<file path="src/rtl/arb_pkg.sv">
// rtl/arb_pkg.sv - shared widths and state encoding for the round-robin arbiter
package arb_pkg;

  localparam int N     = 8;
  localparam int PTR_W = 3;

  typedef enum logic {
    IDLE  = 1'b0,
    GRANT = 1'b1
  } state_t;

endpackage

</file>
<file path="src/rtl/rr_arbiter_8_pick.sv">
// rtl/rr_arbiter_8_pick.sv - combinational round-robin selection
// Scans upward from ptr and wraps past the top, so ptr is the highest-priority line.
module rr_arbiter_8_pick
  import arb_pkg::*;
(
  input  logic [N-1:0]     req,
  input  logic [PTR_W-1:0] ptr,
  output logic [N-1:0]     pick,
  output logic [PTR_W-1:0] idx
);

  logic             found;
  logic [PTR_W-1:0] cand;

  always_comb begin
    pick  = '0;
    idx   = '0;
    found = 1'b0;
    cand  = '0;
    for (int i = 0; i < N; i++) begin
      // 3-bit add wraps 7->0 for free
      cand = ptr + i[PTR_W-1:0];
      if (!found && req[cand]) begin
        found = 1'b1;
        idx   = cand;
      end
    end
    if (found) pick[idx] = 1'b1;
  end

endmodule

</file>
<file path="src/rtl/rr_arbiter_8.sv">
// rtl/rr_arbiter_8.sv - 8-way round-robin arbiter with registered one-hot grant handshake
module rr_arbiter_8
  import arb_pkg::*;
#(
  parameter int N = arb_pkg::N
) (
  input  logic         clk,
  input  logic         rst_n,
  input  logic [N-1:0] req,
  output logic [N-1:0] grant,
  output logic         grant_valid,
  input  logic         grant_ready
);

  state_t           state;
  logic [PTR_W-1:0] ptr;
  logic [PTR_W-1:0] grant_idx;
  logic [PTR_W-1:0] next_ptr;
  logic [PTR_W-1:0] pick_ptr;
  logic [N-1:0]     pick;
  logic [PTR_W-1:0] pick_idx;

  assign next_ptr = grant_idx + 1'b1;
  // While granting, the only pick that matters is the back-to-back one after a handshake
  assign pick_ptr = (state == GRANT) ? next_ptr : ptr;

  rr_arbiter_8_pick u_pick (
    .req  (req),
    .ptr  (pick_ptr),
    .pick (pick),
    .idx  (pick_idx)
  );

  always_ff @(posedge clk or negedge rst_n) begin
    if (!rst_n) begin
      state       <= IDLE;
      ptr         <= '0;
      grant       <= '0;
      grant_idx   <= '0;
      grant_valid <= 1'b0;
    end else begin
      case (state)
        IDLE: begin
          if (|req) begin
            grant       <= pick;
            grant_idx   <= pick_idx;
            grant_valid <= 1'b1;
            state       <= GRANT;
          end
        end
        GRANT: begin
          if (grant_ready) begin
            ptr <= next_ptr;
            if (|req) begin
              grant     <= pick;
              grant_idx <= pick_idx;
            end else begin
              grant       <= '0;
              grant_valid <= 1'b0;
              state       <= IDLE;
            end
          end
        end
        default: state <= IDLE;
      endcase
    end
  end

endmodule

</file>
<file path="config.mk">
export PLATFORM = sky130hd
export DESIGN_NAME = rr_arbiter_8
export DESIGN_NICKNAME = d
export VERILOG_FILES = /design/src/rtl/arb_pkg.sv /design/src/rtl/rr_arbiter_8_pick.sv /design/src/rtl/rr_arbiter_8.sv
export SDC_FILE = /design/constraint.sdc
export NUM_CORES = 1
export LEC_CHECK = 0
export BUFFER_PORTS_ARGS = -buffer_cell sky130_fd_sc_hd__buf_2
export CORE_MARGIN = 5
export CORE_UTILIZATION = 40
export CTS_BUF_LIST = sky130_fd_sc_hd__clkbuf_16
export CTS_CLUSTER_SIZE = 40
export DETAILED_ROUTE_END_ITERATION = 8
export GPL_TIMING_DRIVEN = 0
export PLACE_DENSITY = 0.58
export SYNTH_ARGS = -nofsm -noshare
export SYNTH_HDL_FRONTEND = slang
export SYNTH_SLANG_ARGS = --single-unit
</file>
<file path="constraint.sdc">
create_clock -name clk -period 5.2 [get_ports clk]
set_input_delay 0.78 -clock clk [delete_from_list [all_inputs] [get_ports clk]]
set_output_delay 0.78 -clock clk [all_outputs]
set_load 0.02 [all_outputs]
</file>
Yosys cells after proc, flatten, opt, wreduce, memory -nomap -nowiden

Index checks and enable logic that the tools add are counted.

$add $sub $neg: 8
$mul: 0
Divide/modulo/power cells: 0
$lt $le $gt $ge: 10
Eq/ne operators: 3
Shifts and indexed selects: 0
Mux-type cells: 50
Bitwise operators: 1
Reductions and logical operators: 19

Operators with widths:

| cell                                                        | count |
|---|---|
| less-than comparator 3 x 4 -> 1 bit (second input constant) | 9 |
| two-way mux 3 bit                                           | 11 |
| two-way mux 8 bit                                           | 4 |
| binary-select mux 1 bit (select 3 bit)                      | 8 |
| two-way mux 1 bit                                           | 22 |
| one-hot mux 8 bit (2 select lines)                          | 1 |
| adder 3 bit (second input constant)                         | 4 |
| logical AND 1 bit                                           | 8 |
| OR reduction 8 bit                                          | 1 |
| logical NOT 1 bit                                           | 7 |
| adder 3 x 1 -> 3 bit (second input constant)                | 2 |
| adder 3 x 2 -> 3 bit (second input constant)                | 2 |
| inequality test 2 bit (second input constant)               | 3 |
| one-hot mux 3 bit (2 select lines)                          | 1 |
| one-hot mux 1 bit (2 select lines)                          | 2 |
| AND reduction 2 bit                                         | 2 |
| demux 1 bit (select 3 bit)                                  | 1 |
| >= comparator 3 x 1 -> 1 bit (second input constant)        | 1 |
| AND reduction 3 bit                                         | 1 |
| inverter 1 bit                                              | 1 |

Bits in registers: 16
Latch bits: 0
Memory bits (writable): 0
Bits in read-only memories: 0
Bits of input ports: 11
Output and inout bits: 9
Logic and storage cells: 96
Memories: 0

Logic depth before layout (Yosys ltp)

Depth after elaboration: 34
Depth in mapped cells: 15

Hierarchy

Synthesis repeated with hierarchy kept, for this count alone.

Cell total of the unflattened synthesis: 199
Area total of the unflattened synthesis: 1,971.9 µm²

By module, submodules not included:

| module            | instances | cells each | area an instance (µm²) | sequential area each (µm²) |
|---|---|---|---|---|
| rr_arbiter_8_pick | 1         | 119        | 1,136.1                | 0.0 |
| rr_arbiter_8      | 1         | 80         | 835.8                  | 400.4 |

Least setup slack after synthesis

Ideal clock, no wire load.

Kind: register to register
From: register grant_idx[0]
To: register grant[2]
Data arrival time: 3.767 ns
Required time: 5.078 ns
Path slack: 1.311 ns
Stages on the path, launching flop included: 15
Clock period less this slack: 3.889 ns
Cells stage by stage: dfrtp_1 ha_1 mux2_2 inv_1 buf_1 ha_1 clkbuf_1 mux2_2 nor3_1 nor2_1 mux2_2 a22o_1 a21o_1 o311a_4 a32o_1

Word-level cells in the longest chain between the ends: 34

Ends and longest elaborated chain:

| what                                                                          | line                    | source |
|---|---|---|
| start, declared                                                               | rr_arbiter_8.sv:17      | `logic [PTR_W-1:0] grant_idx;` |
| start signal, assigned                                                        | rr_arbiter_8.sv:46      | `grant_idx <= pick_idx;` |
| start signal, assigned                                                        | rr_arbiter_8.sv:56      | `grant_idx <= pick_idx;` |
| adder 3 x 1 -> 3 bit (*)                                                      | rr_arbiter_8.sv:23      | `assign next_ptr = grant_idx + 1'b1;` |
| via next_ptr[1]                                                               | rr_arbiter_8.sv:18      | `logic [PTR_W-1:0] next_ptr;` |
| two-way mux 3 bit (*)                                                         | rr_arbiter_8.sv:25      | `assign pick_ptr = (state == GRANT) ? next_ptr : ptr;` |
| parallel branches: the longest is 28 deep, another holds adder 3 x 1 -> 3 bit | -                       |  |
| two-way mux 8 bit (*)                                                         | rr_arbiter_8_pick.sv:28 | `if (found) pick[idx] = 1'b1;` |
| two-way mux 8 bit                                                             | rr_arbiter_8.sv:54      | `if (\|req) begin` |
| two-way mux 8 bit                                                             | rr_arbiter_8.sv:52      | `if (grant_ready) begin` |
| one-hot mux 8 bit (2 select lines) (*)                                        | rr_arbiter_8.sv:42      | `case (state)` |
| end signal, assigned                                                          | rr_arbiter_8.sv:45      | `grant <= pick;` |
| end signal, assigned                                                          | rr_arbiter_8.sv:55      | `grant <= pick;` |
| end, declared                                                                 | rr_arbiter_8.sv:10      | `output logic [N-1:0] grant,` |

Mark *: on every way through the listed nets, which the timed path passes. The select of a mux whose other input is x is not followed.
A chain may end at the register's enable or synchronous reset.

Final worst setup path

From: register grant_idx[0]
To: register grant[7]

Same word-level chain as after synthesis.

==> reports/qor.yml <==
cp_max_fo: 10
core-area_um2: 4290
status: "finished, final reports clean"
clk_latency_ns: 0.24
yosys.area.top_type: "dfrtp_1"
numPortBuffers: 19
fp.dieH_um: 76.2
timing.critical_path.from: "grant_idx[0]"
hold_ws_ns: 0.443
route.detailed.drc: 0
start_kind: "flip-flop"
ys_ff_latch: 16
areaGrowthSynthToFinish_pct: 13.6
dr.pass1.iters: 4
dpl-instance-area_um2: 1910
cts_buffer_depth: 2
num_rows: 24
syn_area_per_cell_um2: 8.60
ctsRootBufferMaster: "clkbuf_16"
synth.area.top_cells: "dfrtp_1, mux2_2, nand2_1"
path_cells: "ha_1 -> mux2_2 -> inv_1 -> buf_1 -> ha_1 -> clkbuf_1 -> mux2_2 -> nor3_1 -> nor2_1 -> mux2_2 -> a2111oi_0 -> a21o_1 -> o311ai_4 -> o31ai_1"
fin_crit_ns: 4.50
slew_viol_final: 0
htreeDepth: 1
required_ns: 5.35
ctsHoldBuffers: 0
fmax_mhz: 222
die_w_um: 76.2
finalSetupViolCount: 0
drtAntennaViolNets: 0
via_count: 1675
grt_pass1_vias: 1605
final_core_util: 0.464
dieArea_um2: 5810
grtUsageTotal: 0.158
cap_violations: 0
clock-sinks: 16
wire_per_inst_um: 16.3
ys.flop_type: "dfrtp_1"
grt_start_max_net_pins: 17
fill_cells: 436
skew_ns: 0.00213
cts_setup_buffers: 0
crit_slowest_cell: "a2111oi_0"
hold_viol: 0
finalInstanceArea_um2: 1990
antenna_found_initial: 0
grt_pass1_wl_um: 7850
crit_path_max_incr_delay_ns: 0.45
gp_congestion: 0.871
final_nets: 242
fin_tns_setup_ns: 0
netlist_area_um2: 1750
ioPinCount: 20
grt_overflow: 0
initial_core_util: 0.409
yosysWarnings: 0
async_flop_share: 1.00
synth_edf_count: 0
netlist.area_leader.share: 0.228
yosysSeqAreaShare: 0.228
clk_pin_slew_ns: 0.05
num_antenna_cells: 0
crit_type: "reg2reg"
cts_buffers: 3
min_path_type: "in2async"
rr_startpoint: "grant_idx[0]"
drtIter0Drc: 130
cpMostUsedCell: "mux2_2"
ys_types: 65
cts_tree: "built"
worst_pin_slew_ns: 0.632
drive_gt1_frac: 0.256
rsz0062_at_grt: "no"
drt-total-wl_um: 4560
synth_cells: 204
cts-resized-gates: 0
crit_arrival_ns: 4.65
cp-end-kind: "flip-flop"
synth_nets: 218
slew_headroom: 0.579
hpwlAfterDp_um: 3600
fin_crit_sh: 0.865
via_per_inst: 6.00
## routing by layer
metal / GRT usage / up-vias / share of wire
li1: - / 832 / -
met1: 0.228 / 789 / 0.50
met2: 0.242 / 48 / 0.44
met3: 0.0319 / 6 / 0.046
met4: 0.0332 / 0 / 0.010
met5: 0 / - / 0
## final timing paths
check / to / slack (ns) / cells after the start
worst max-delay path: grant[7] / 0.70 / 14
worst min-delay path: grant[2] / 0.44 / 1
worst max register to register: grant[7] / 0.70 / 14
worst min register to register: grant[7] / 0.47 / 2
max in group asynchronous: ptr[1] / 4.49 / 1
min in group clk: grant[7] / 0.47 / 2
## layout by cell type, fill, tap and decap left out, types with 7 or more instances in the layout
cell type,Yosys,final
nand2_1,24,24
buf_2,1,20
dfrtp_1,16,16
nand3_1,15,15
nor2_1,13,13
o21ai_0,12,12
a21oi_1,9,9
mux2_2,8,8
mux2i_1,7,7
o31ai_1,7,7
## cell type report
class                   count  area, um^2  area share
clock buffers               3        75.1      0.0377
inverters                   6        25.0      0.0126
plain buffers               7        42.5      0.0213
well taps                  52        65.1      0.0326
multi-input cells         175        1290       0.645
flip-flops and latches     16         400       0.201
repair buffers             19        95.1      0.0477
clock inverters             1        3.75     0.00188
## worst max-delay path: cells and delay by family, from the launching register on
family / cells / cell delay (ns)
muxes: 3 / 1.07
AOI/OAI and AO/OA: 4 / 1.06
buffers and inverters: 3 / 0.85
adders and majority gates: 2 / 0.55
DFF: 1 / 0.44
and+or+nand+nor: 2 / 0.42
## synthesized netlist by cell type (all sizes together) (2+ instances only)
| library cell | instances |
|---|---|
| a211o | 3 |
| a21o | 3 |
| a21oi | 9 |
| a221oi | 2 |
| a22oi | 3 |
| a2bb2oi | 2 |
| a31oi | 3 |
| a32o | 4 |
| and2 | 6 |
| and3 | 4 |
| buf | 5 |
| clkbuf | 2 |
| dfrtp | 16 |
| ha | 3 |
| inv | 6 |
| mux2 | 10 |
| mux2i | 7 |
| mux4 | 2 |
| nand2 | 27 |
| nand3 | 16 |
| nand3b | 2 |
| nor2 | 13 |
| nor3 | 4 |
| o21ai | 15 |
| o221a | 2 |
| o221ai | 2 |
| o31ai | 7 |
| or2 | 3 |
| xnor2 | 4 |
## registers in the layout, summed over array words and instances, names as in the netlist
register     flops
grant            8
grant_idx        3
ptr              3
grant_valid      1
state            1
## stage by stage
step | instances | setup slack [ns]
floorplan | 204 | 1.31
detailed placement | 275 | 0.705
CTS | 279 | 0.688
global placement | 275 | 0.752
global route | 279 | 0.341
finish | 279 | 0.701
## cell families (layout without fill, tap and decap cells)
group	after synthesis	count (layout)	share of synthesized area
buffers and inverters	13	36	0.0385
AO/OA/AOI/OAI	68	68	0.300
adder cells (fa/ha/maj)	3	3	0.0214
flip-flops	16	16	0.228
multiplexers	19	19	0.134
AND/OR/NAND/NOR	80	80	0.238
XOR/XNOR	5	5	0.0400
Power is left out: the tool's default activity adds up to more than one toggle a clock period on the data nets, which glitch-free logic cannot reach.
